--- src/rtl/clkdiv_multi.sv ---
// clkdiv_multi: multi-channel programmable clock-enable divider.
// Each channel emits a one-cycle tick every (D+1) enabled cycles plus a toggle that flips on every tick.
module clkdiv_multi #(
  parameter int NUM_CH  = 3,
  parameter int CNT_W   = 16,
  parameter int DEF_DIV = 15,
  parameter int CH_W    = (NUM_CH > 1) ? $clog2(NUM_CH) : 1
) (
  input  logic              clk,
  input  logic              arst_n,
  input  logic [NUM_CH-1:0] en,
  input  logic              sync,
  input  logic              wr_en,
  input  logic [CH_W-1:0]   wr_ch,
  input  logic [CNT_W-1:0]  wr_data,
  output logic [NUM_CH-1:0] tick,
  output logic [NUM_CH-1:0] toggle
);

  logic [NUM_CH-1:0][CNT_W-1:0] div_q, div_d;
  logic [NUM_CH-1:0][CNT_W-1:0] cnt_q, cnt_d;
  logic [NUM_CH-1:0]            tick_q, tick_d;
  logic [NUM_CH-1:0]            toggle_q, toggle_d;

  // Per-channel counter/tick/toggle next state and divisor write
  always_comb begin
    div_d    = div_q;
    cnt_d    = cnt_q;
    tick_d   = {NUM_CH{1'b0}};
    toggle_d = toggle_q;
    for (int i = 0; i < NUM_CH; i++) begin
      // Reloads read div_q, so a same-edge write only lands at the following reload.
      if (sync) begin
        cnt_d[i]    = div_q[i];
        toggle_d[i] = 1'b0;
      end else if (en[i]) begin
        if (cnt_q[i] == {CNT_W{1'b0}}) begin
          cnt_d[i]    = div_q[i];
          tick_d[i]   = 1'b1;
          toggle_d[i] = ~toggle_q[i];
        end else begin
          cnt_d[i] = cnt_q[i] - CNT_W'(1);
        end
      end else begin
        cnt_d[i] = cnt_q[i];
      end

      if (wr_en && (wr_ch == CH_W'(i))) begin
        div_d[i] = wr_data;
      end else begin
        div_d[i] = div_q[i];
      end
    end
  end

  // State registers with asynchronous reset to the default divisor
  always_ff @(posedge clk or negedge arst_n) begin
    if (!arst_n) begin
      div_q    <= {NUM_CH{CNT_W'(DEF_DIV)}};
      cnt_q    <= {NUM_CH{CNT_W'(DEF_DIV)}};
      tick_q   <= {NUM_CH{1'b0}};
      toggle_q <= {NUM_CH{1'b0}};
    end else begin
      div_q    <= div_d;
      cnt_q    <= cnt_d;
      tick_q   <= tick_d;
      toggle_q <= toggle_d;
    end
  end

  assign tick   = tick_q;
  assign toggle = toggle_q;

endmodule

--- config.mk ---
export PLATFORM = sky130hd
export DESIGN_NAME = clkdiv_multi
export DESIGN_NICKNAME = d
export VERILOG_FILES = /design/src/rtl/clkdiv_multi.sv
export SDC_FILE = /design/constraint.sdc
export NUM_CORES = 1
export LEC_CHECK = 0
export CAP_MARGIN = 25
export CORE_MARGIN = 3
export CORE_UTILIZATION = 55
export CTS_BUF_LIST = sky130_fd_sc_hd__clkbuf_2
export CTS_CLUSTER_SIZE = 14
export DETAILED_ROUTE_END_ITERATION = 10
export DONT_BUFFER_PORTS = 1
export GPL_ROUTABILITY_DRIVEN = 0
export HOLD_SLACK_MARGIN = 0.05
export PLACE_DENSITY_LB_ADDON = 0.2
export SLEW_MARGIN = 10
export SYNTH_ARGS = -nofsm -noshare
export SYNTH_HDL_FRONTEND = slang
export SYNTH_SLANG_ARGS = --single-unit
--- constraint.sdc ---
create_clock -name clk -period 4.2 [get_ports clk]
set_input_delay 0.84 -clock clk [delete_from_list [all_inputs] [get_ports clk]]
set_output_delay 0.84 -clock clk [all_outputs]
set_load 0.01 [all_outputs]
* Word level (Yosys, flattened, before mapping) *
Cells that the tools add are included.

storage, ports and cells
  bits of input ports = 25
  word-level logic and storage cells = 61
  register bits = 102
  output and inout port bits = 6

cells by class
  bitwise gates (word level) = 3
  reductions and logical operators = 16
  mux-type cells = 27
  add/sub/neg operators = 3
  eq/ne operators = 2

operator list
  operator                                            number
  two-way mux 16 bit                                  9
  logical NOT 16 bit                                  3
  subtractor 16 x 1 -> 16 bit, second input constant  3
  two-way mux 1 bit                                   18
  nonzero test 2 bit                                  6
  AND reduction 2 bit                                 3
  logical AND 1 bit                                   3
  inverter 1 bit                                      3
  == test 2 x 1 -> 1 bit, second input constant       1
  == test 2 bit, second input constant                1
  logical NOT 2 bit                                   1

* Longest topological paths before layout *
Gate-level depths: netlist of run 1.

  depth after elaboration = 4
  mapped depth = 9
  mapped depth without buffers = 7

* Least setup slack after synthesis of run 1 *
Ideal clock, no wire load.

  kind = reg2reg
  from = reg cnt_q[16] in the netlist's numbering
  to = reg cnt_q[24] in the netlist's numbering
  arrival time = 2.384 ns
  stages on the path, launching flop included = 9
  required time = 4.134 ns
  setup slack = 1.749 ns
  buffers on the path = 1
  cell sequence = dfstp_2 > inv_1 > ha_1 > or3b_2 > or4_1 > clkbuf_1 > or4b_1 > a21oi_1 > a221o_1

between the ends
  longest elaborated chain between the ends = 4
  elaborated cells on any way between the ends = 5
  classes of those cells = add/sub: 1; mux: 3; reduce/logical: 1

ends and longest elaborated chain
  item                                                               RTL line  text
  from (decl)                                                        21        logic [NUM_CH-1:0][CNT_W-1:0] cnt_q, cnt_d;
  from (signal assigned)                                             60        cnt_q <= {NUM_CH{CNT_W'(DEF_DIV)}};
  from (signal assigned)                                             65        cnt_q <= cnt_d;
  subtractor 16 x 1 -> 16 bit or logical NOT 16 bit (tied branches)  42, 37
  two-way mux 16 bit (*)                                             37        if (cnt_q[i] == {CNT_W{1'b0}}) begin
  two-way mux 16 bit (*)                                             36        end else if (en[i]) begin
  two-way mux 16 bit (*)                                             33        if (sync) begin

Every way passes the cells marked *; elsewhere a longest branch is shown, timed or not. The select of a mux whose other input is x is not followed.
A chain may end at the register's enable or synchronous reset.

* Final worst setup path of run 1 *
  from = reg cnt_q[6] in the netlist's numbering
  to = reg cnt_q[6] in the netlist's numbering

Same word-level chain as after synthesis.

==> results.ini, run 1 <==
[sta]
finalClockSkew_ns = 0.02593
fmax_ghz = 0.3715
min_period_ns = 2.692
rsz0062_at_grt = no
relSlewSlack = 0.3174
slew_violations = 0
period_share = 0.6410
hold_viol_final = 0
worst_pin_slew_ns = 1.020
setup_viol = 0
setup_tns_ns = 0

[pwr]
power_leakage_nw = 2.203
combPwrFrac = 0.216
p_switching_uw = 860.9
power_density_nw_per_um2 = 451.3
p_clk_frac = 0.205
power_mw = 2.512
p_seq_frac = 0.579
intPower_mw = 1.652
ir_drop_uv = 329.1
p_sw_frac = 0.3426

[cts]
cts_resized = 0
insertion_delay_ns = 0.62
clockBufferDepth = 2
cts-root-buf = clkbuf_2
numClockSinks = 102
cts_tree = built
clkTransAtPathRegs_ns = 0.31
cts_setup_buffers = 0
h-tree-depth = 3
numCtsBuffers = 9

[worst_setup_path]
critPathMaxFanout = 17
path_cells = nor4_1 > and4_1 > nor2_1 > mux2_2 > o22a_1
slowest_stage = and4_1
max_stage_delay_ns = 0.70
worst_r2r_path_depth = 5
timing.rr.end = cnt_q[6]$_DFFE_PN0P_
crit_start = cnt_q[6]$_DFFE_PN0P_
critPathCaptureType = flip-flop
path_class = flip-flop to flip-flop
start_kind = flip-flop
r2r-start = cnt_q[6]$_DFFE_PN0P_
crit_required_ns = 4.75
crit_arrival_ns = 3.24
regToRegSetupSlack_ns = 1.51

[min_path]
hold_class = input pin to asynchronous set/reset pin

[grt]
grt_start_max_net_pins = 103
grt_pass1_wl_um = 21040
antenna_found_initial = 0
grt.total_usage = 0.2420
first_global_vias = 3993
grt-ovfl-total = 0

[route]
met1_length_um = 6000
vias = 4203
drt_iter0_markers = 332
top_layer = met4
wl_um = 12930
wl_per_cell_um = 20.05
drtPass1Iterations = 5
postRouteAntennaNets = 0
route.detailed.drc = 0
via_per_inst = 6.516
wl_met2_um = 5916
wl_met3_um = 845

[logic_synthesis]
synth_ff_type = dfrtp_1
synthArstFlopShare = 1.000
synth_cell_types = 62
synth_cells = 524
synth_area_um2 = 5319
netlist.area_leader.share = 0.3670
synth.avg_cell_area_um2 = 10.15
synth_fp_nets = 555
seq_area_frac_synth = 0.4855
synth_edf_count = 0
ys_seq_elements = 102
yosys_warnings = 0
synth_top_area_cell = dfrtp_1
synth_area_leaders = dfrtp_1, dfstp_2, mux2_2

[cells_and_area]
layout-drive-gt1-share = 0.2035
n_fill_cell = 796
final_cells = 645
num-nets-final = 542
n_antenna_cell = 0
area_growth_pct = 4.658
final_area_um2 = 5567

[floorplan]
start_util = 0.5702
core_area_um2 = 9328
io_pins = 31
rows = 35
die-area_um2 = 10890
chipHeight_um = 104.3
dieWidth_um = 104.3

[placement]
hpwl_um = 8878
placedCellCount = 628
io_buffer_count = 0
dpl_cell_area_um2 = 5403

[run]
cap_violations = 0

[run_status]
outcome = finished, final reports clean

## final cells by class
class                   instances  area (um2)  share of cell area
well taps                     129       161.4             0.02900
flip-flops and latches        102        2582              0.4639
clock buffers                   9       45.04            0.008092
multi-input cells             381        2584              0.4641
clock inverters                 7       91.34             0.01641
repair buffers                  5       57.56             0.01034
inverters                      12       45.04            0.008092
## per-layer routing
metal | track usage | vias to the layer above
met5 | 0 | -
met4 | 0.05793 | 0
met3 | 0.06766 | 17
met2 | 0.3602 | 155
met1 | 0.3520 | 2057
li1 | - | 1974
## cell usage after synthesis (all sizes together), types with 9 or more instances
cell type   n
dfrtp      78
dfstp      24
o21ai      29
nand4       9
nor4       24
nand3      27
nor2       35
inv        12
or4        12
nor3       24
a21oi      13
clkbuf     23
mux2       48
nand2      37
## state kept, by name, summed over array words and instances (netlist names)
name	count
cnt_q	48
toggle	3
tick	3
div_q	48
## power by group through the flow
stage          Clock [mW]  Sequential (mW)  Combinational, mW
5_1_grt             0.569             1.49              0.609
6_report            0.516             1.46              0.542
2_1_floorplan           0             1.38              0.455
4_1_cts             0.532             1.45              0.540
3_3_place_gp            0             1.45              0.496
3_5_place_dp            0             1.46              0.517
## critical path: cells and delay by family, from the launching register on
family          cells  cell delay, ns
compound gates      1            0.19
flops               1            0.53
mux                 1            0.33
simple gates        3            1.58
## what timing repair did
action                                  4_1_cts  5_1_grt
endpoints found under the hold margin       102        0
hold buffers                                  1        0
endpoints found under the setup margin        0        0
## worst max-delay path by stage
| stage | end | slack (ns) |
|---|---|---|
| finish | cnt_q[6]$_DFFE_PN0P_ | 1.51 |
| global route | cnt_q[44]$_DFFE_PN0P_ | 1.33 |
| CTS | cnt_q[24]$_DFFE_PN0P_ | 1.53 |
| detailed placement | cnt_q[24]$_DFFE_PN0P_ | 1.59 |
| global placement | cnt_q[36]$_DFFE_PN0P_ | 1.67 |
| floorplan | cnt_q[24]$_DFFE_PN0P_ | 1.75 |
## per-stage QoR
stage,hold WS [ns],setup WS [ns],util
floorplan,0.4459,1.749,-
finish,0.1049,1.508,0.5968
global route,0.05188,1.325,0.5968
global placement,0.4661,1.669,0.5792
CTS,0.08215,1.535,0.5968
detailed placement,0.4937,1.593,0.5792
## layout by cell type, fill, tap and decap left out, drive strengths merged, types with 8 or more instances in the layout
master / n
dfrtp: 78
o211ai: 8
or4: 12
nand4: 9
nor4: 24
mux2: 48
a21oi: 13
nor3: 24
nor2: 35
clkbuf: 9
inv: 15
dfstp: 24
nand2: 37
nand3: 27
o21ai: 29
or3: 8
## kinds of logic (layout without fill, tap and decap cells)
| family | Yosys count | in the layout | synth area share |
|---|---|---|---|
| AND/OR/NAND/NOR | 216 | 216 | 0.2195 |
| AO/OA/AOI/OAI | 104 | 104 | 0.1369 |
| flip-flops | 102 | 102 | 0.4855 |
| multiplexers | 53 | 53 | 0.1110 |
| buffers and inverters | 41 | 33 | 0.02964 |
| adder cells (fa/ha/maj) | 6 | 6 | 0.01411 |
| XOR/XNOR | 2 | 2 | 0.003294 |
No activity file was read; power rests on OpenSTA's default activity.
==> run 2, diff against run 1 <==
==> constraint.sdc (replaced) <==
create_clock -name clk -period 2.68 [get_ports clk]
set_input_delay 0.536 -clock clk [delete_from_list [all_inputs] [get_ports clk]]
set_output_delay 0.536 -clock clk [all_outputs]
set_load 0.01 [all_outputs]
==> results.ini, run 2 (same netlist as run 1, synthesis figures left out) <==
[pwr]
ir_drop_uv = 469.6  ; +43%
power_density_nw_per_um2 = 673.2  ; +49%
power_mw = 3.960  ; +58%
power_leakage_nw = 2.356  ; +6.9%

[cts]
cts_tree = built
h-tree-depth = 3  ; unchanged
clockBufferDepth = 2  ; unchanged
cts_setup_buffers = 0  ; unchanged
numClockSinks = 102  ; unchanged
clkTransAtPathRegs_ns = 0.28  ; -0.03 ns
cts-root-buf = clkbuf_2
insertion_delay_ns = 0.58  ; -0.04 ns
numCtsBuffers = 9  ; unchanged

[cells_and_area]
layout_commonest_cell = dfrtp_1
layout_common_cells = dfrtp_1, mux2_2, nand2_1
reg.largest.list = cnt_q x48, div_q x48
num-nets-final = 577  ; +6.5%
area_growth_pct = 10.61
layout-drive-gt1-share = 0.2123  ; +0.008853
final_cells = 681  ; +5.6%

[floorplan]
dieWidth_um = 104.3  ; unchanged
core_area_um2 = 9328  ; unchanged
start_util = 0.5702  ; unchanged
die-area_um2 = 10890  ; unchanged
chipHeight_um = 104.3  ; unchanged
rows = 35  ; unchanged
io_pins = 31  ; unchanged

[sta]
min_period_ns = 2.503  ; -0.1889 ns
worst_pin_slew_ns = 0.8432  ; -0.1769 ns
setup_ws_ns = 0.1769  ; -1.331 ns
hold_viol_final = 0  ; unchanged
fmax_ghz = 0.3995  ; +7.5%
slew_violations = 0  ; unchanged
finalClockSkew_ns = 0.02936  ; +0.003430 ns
setup_viol = 0  ; unchanged
relSlewSlack = 0.4362  ; +0.1187
whs_ns = 0.09804  ; -0.006815 ns
setup_tns_ns = 0  ; unchanged
period_share = 0.9340  ; +0.2930
rsz0062_at_grt = no

[run_status]
outcome = finished, final reports clean

[route]
drtPass1Iterations = 5  ; unchanged
via_per_inst = 6.510  ; -0.10%
route.detailed.drc = 0  ; unchanged
vias = 4433  ; +5.5%
wl_per_cell_um = 19.35  ; -3.5%
wl_um = 13180  ; +1.9%
postRouteAntennaNets = 0  ; unchanged
drt_iter0_markers = 359  ; +8.1%

[placement]
place_ws_ns = 0.1415  ; -1.452 ns
placedCellCount = 640  ; +1.9%
hpwl_um = 8990  ; +1.3%
io_buffer_count = 0  ; unchanged

[worst_setup_path]
path_class = flip-flop to flip-flop
crit_required_ns = 3.22  ; -1.53 ns
start_kind = flip-flop
crit_arrival_ns = 3.04  ; -0.20 ns
critPathCaptureType = flip-flop
critPathMaxFanout = 5  ; -12
regToRegSetupSlack_ns = 0.18  ; -1.33 ns

[grt]
grt-ovfl-total = 0  ; unchanged
grt.total_usage = 0.2498  ; +0.007816
first_global_vias = 4170  ; +4.4%
antenna_found_initial = 1  ; +1
grt_pass1_wl_um = 21780  ; +3.5%
grt_start_max_net_pins = 103  ; unchanged

[run]
cap_violations = 0  ; unchanged

[min_path]
hold_class = input pin to flip-flop

-- run 2: timing repair --
item / CTS / global route
resized for setup: 0 / 1
endpoints found under the setup margin: 0 / 9
hold buffers: 20 / 4
endpoints found under the hold margin: 154 / 4
-- run 2: cell type report --
cell class	instances	area [um2]
repair buffers	40	377.9
clock inverters	7	78.83
well taps	129	161.4
fillers	793	3445
multi-input cells	381	2590
diodes	1	2.502
inverters	12	45.04
clock buffers	9	45.04
flip-flops and latches	102	2582
-- run 2: stage by stage --
| stage | util | area, um2 |
|---|---|---|
| 3_5_place_dp | 0.5889 | 5493 |
| 5_1_grt | 0.6307 | 5883 |
| 3_3_place_gp | 0.5889 | 5493 |
| 4_1_cts | 0.6255 | 5834 |
| 6_report | 0.6307 | 5883 |
| 2_1_floorplan | - | 5319 |
-- run 2: layer usage --
| layer | GRT usage | vias to the layer above | part of all wire |
|---|---|---|---|
| met4 | 0.07028 | 0 | 0.014 |
| met1 | 0.3695 | 2187 | 0.45 |
| li1 | - | 2039 | - |
| met5 | 0 | - | 0 |
| met3 | 0.04842 | 17 | 0.079 |
| met2 | 0.3755 | 190 | 0.46 |
-- run 2: worst paths after layout --
path                                         end  depth (start not counted)             startpoint
setup / recovery           cnt_q[24]$_DFFE_PN0P_                          7  cnt_q[16]$_DFFE_PN1P_
hold / removal             div_q[26]$_DFFE_PN0P_                          1            wr_data[10]
setup reg to reg           cnt_q[24]$_DFFE_PN0P_                          7  cnt_q[16]$_DFFE_PN1P_
hold reg to reg            cnt_q[14]$_DFFE_PN0P_                          2  div_q[14]$_DFFE_PN0P_
max in group asynchronous  cnt_q[18]$_DFFE_PN1P_                          2                 arst_n
min in group asynchronous  cnt_q[26]$_DFFE_PN0P_                          2                 arst_n
-- run 2: power breakdown --
group | switching [mW] | internal (mW)
logic | 0.454 | 0.460
clock network | 0.549 | 0.231
registers | 0.341 | 1.93
-- run 2: worst max-delay path: stages (launching register included) --
cell	delay, ns
dfstp_2	0.44
inv_1	0.12
ha_1	0.20
or3b_2	0.49
or4_1	0.43
or4b_1	0.51
a21oi_1	0.15
a221o_1	0.12
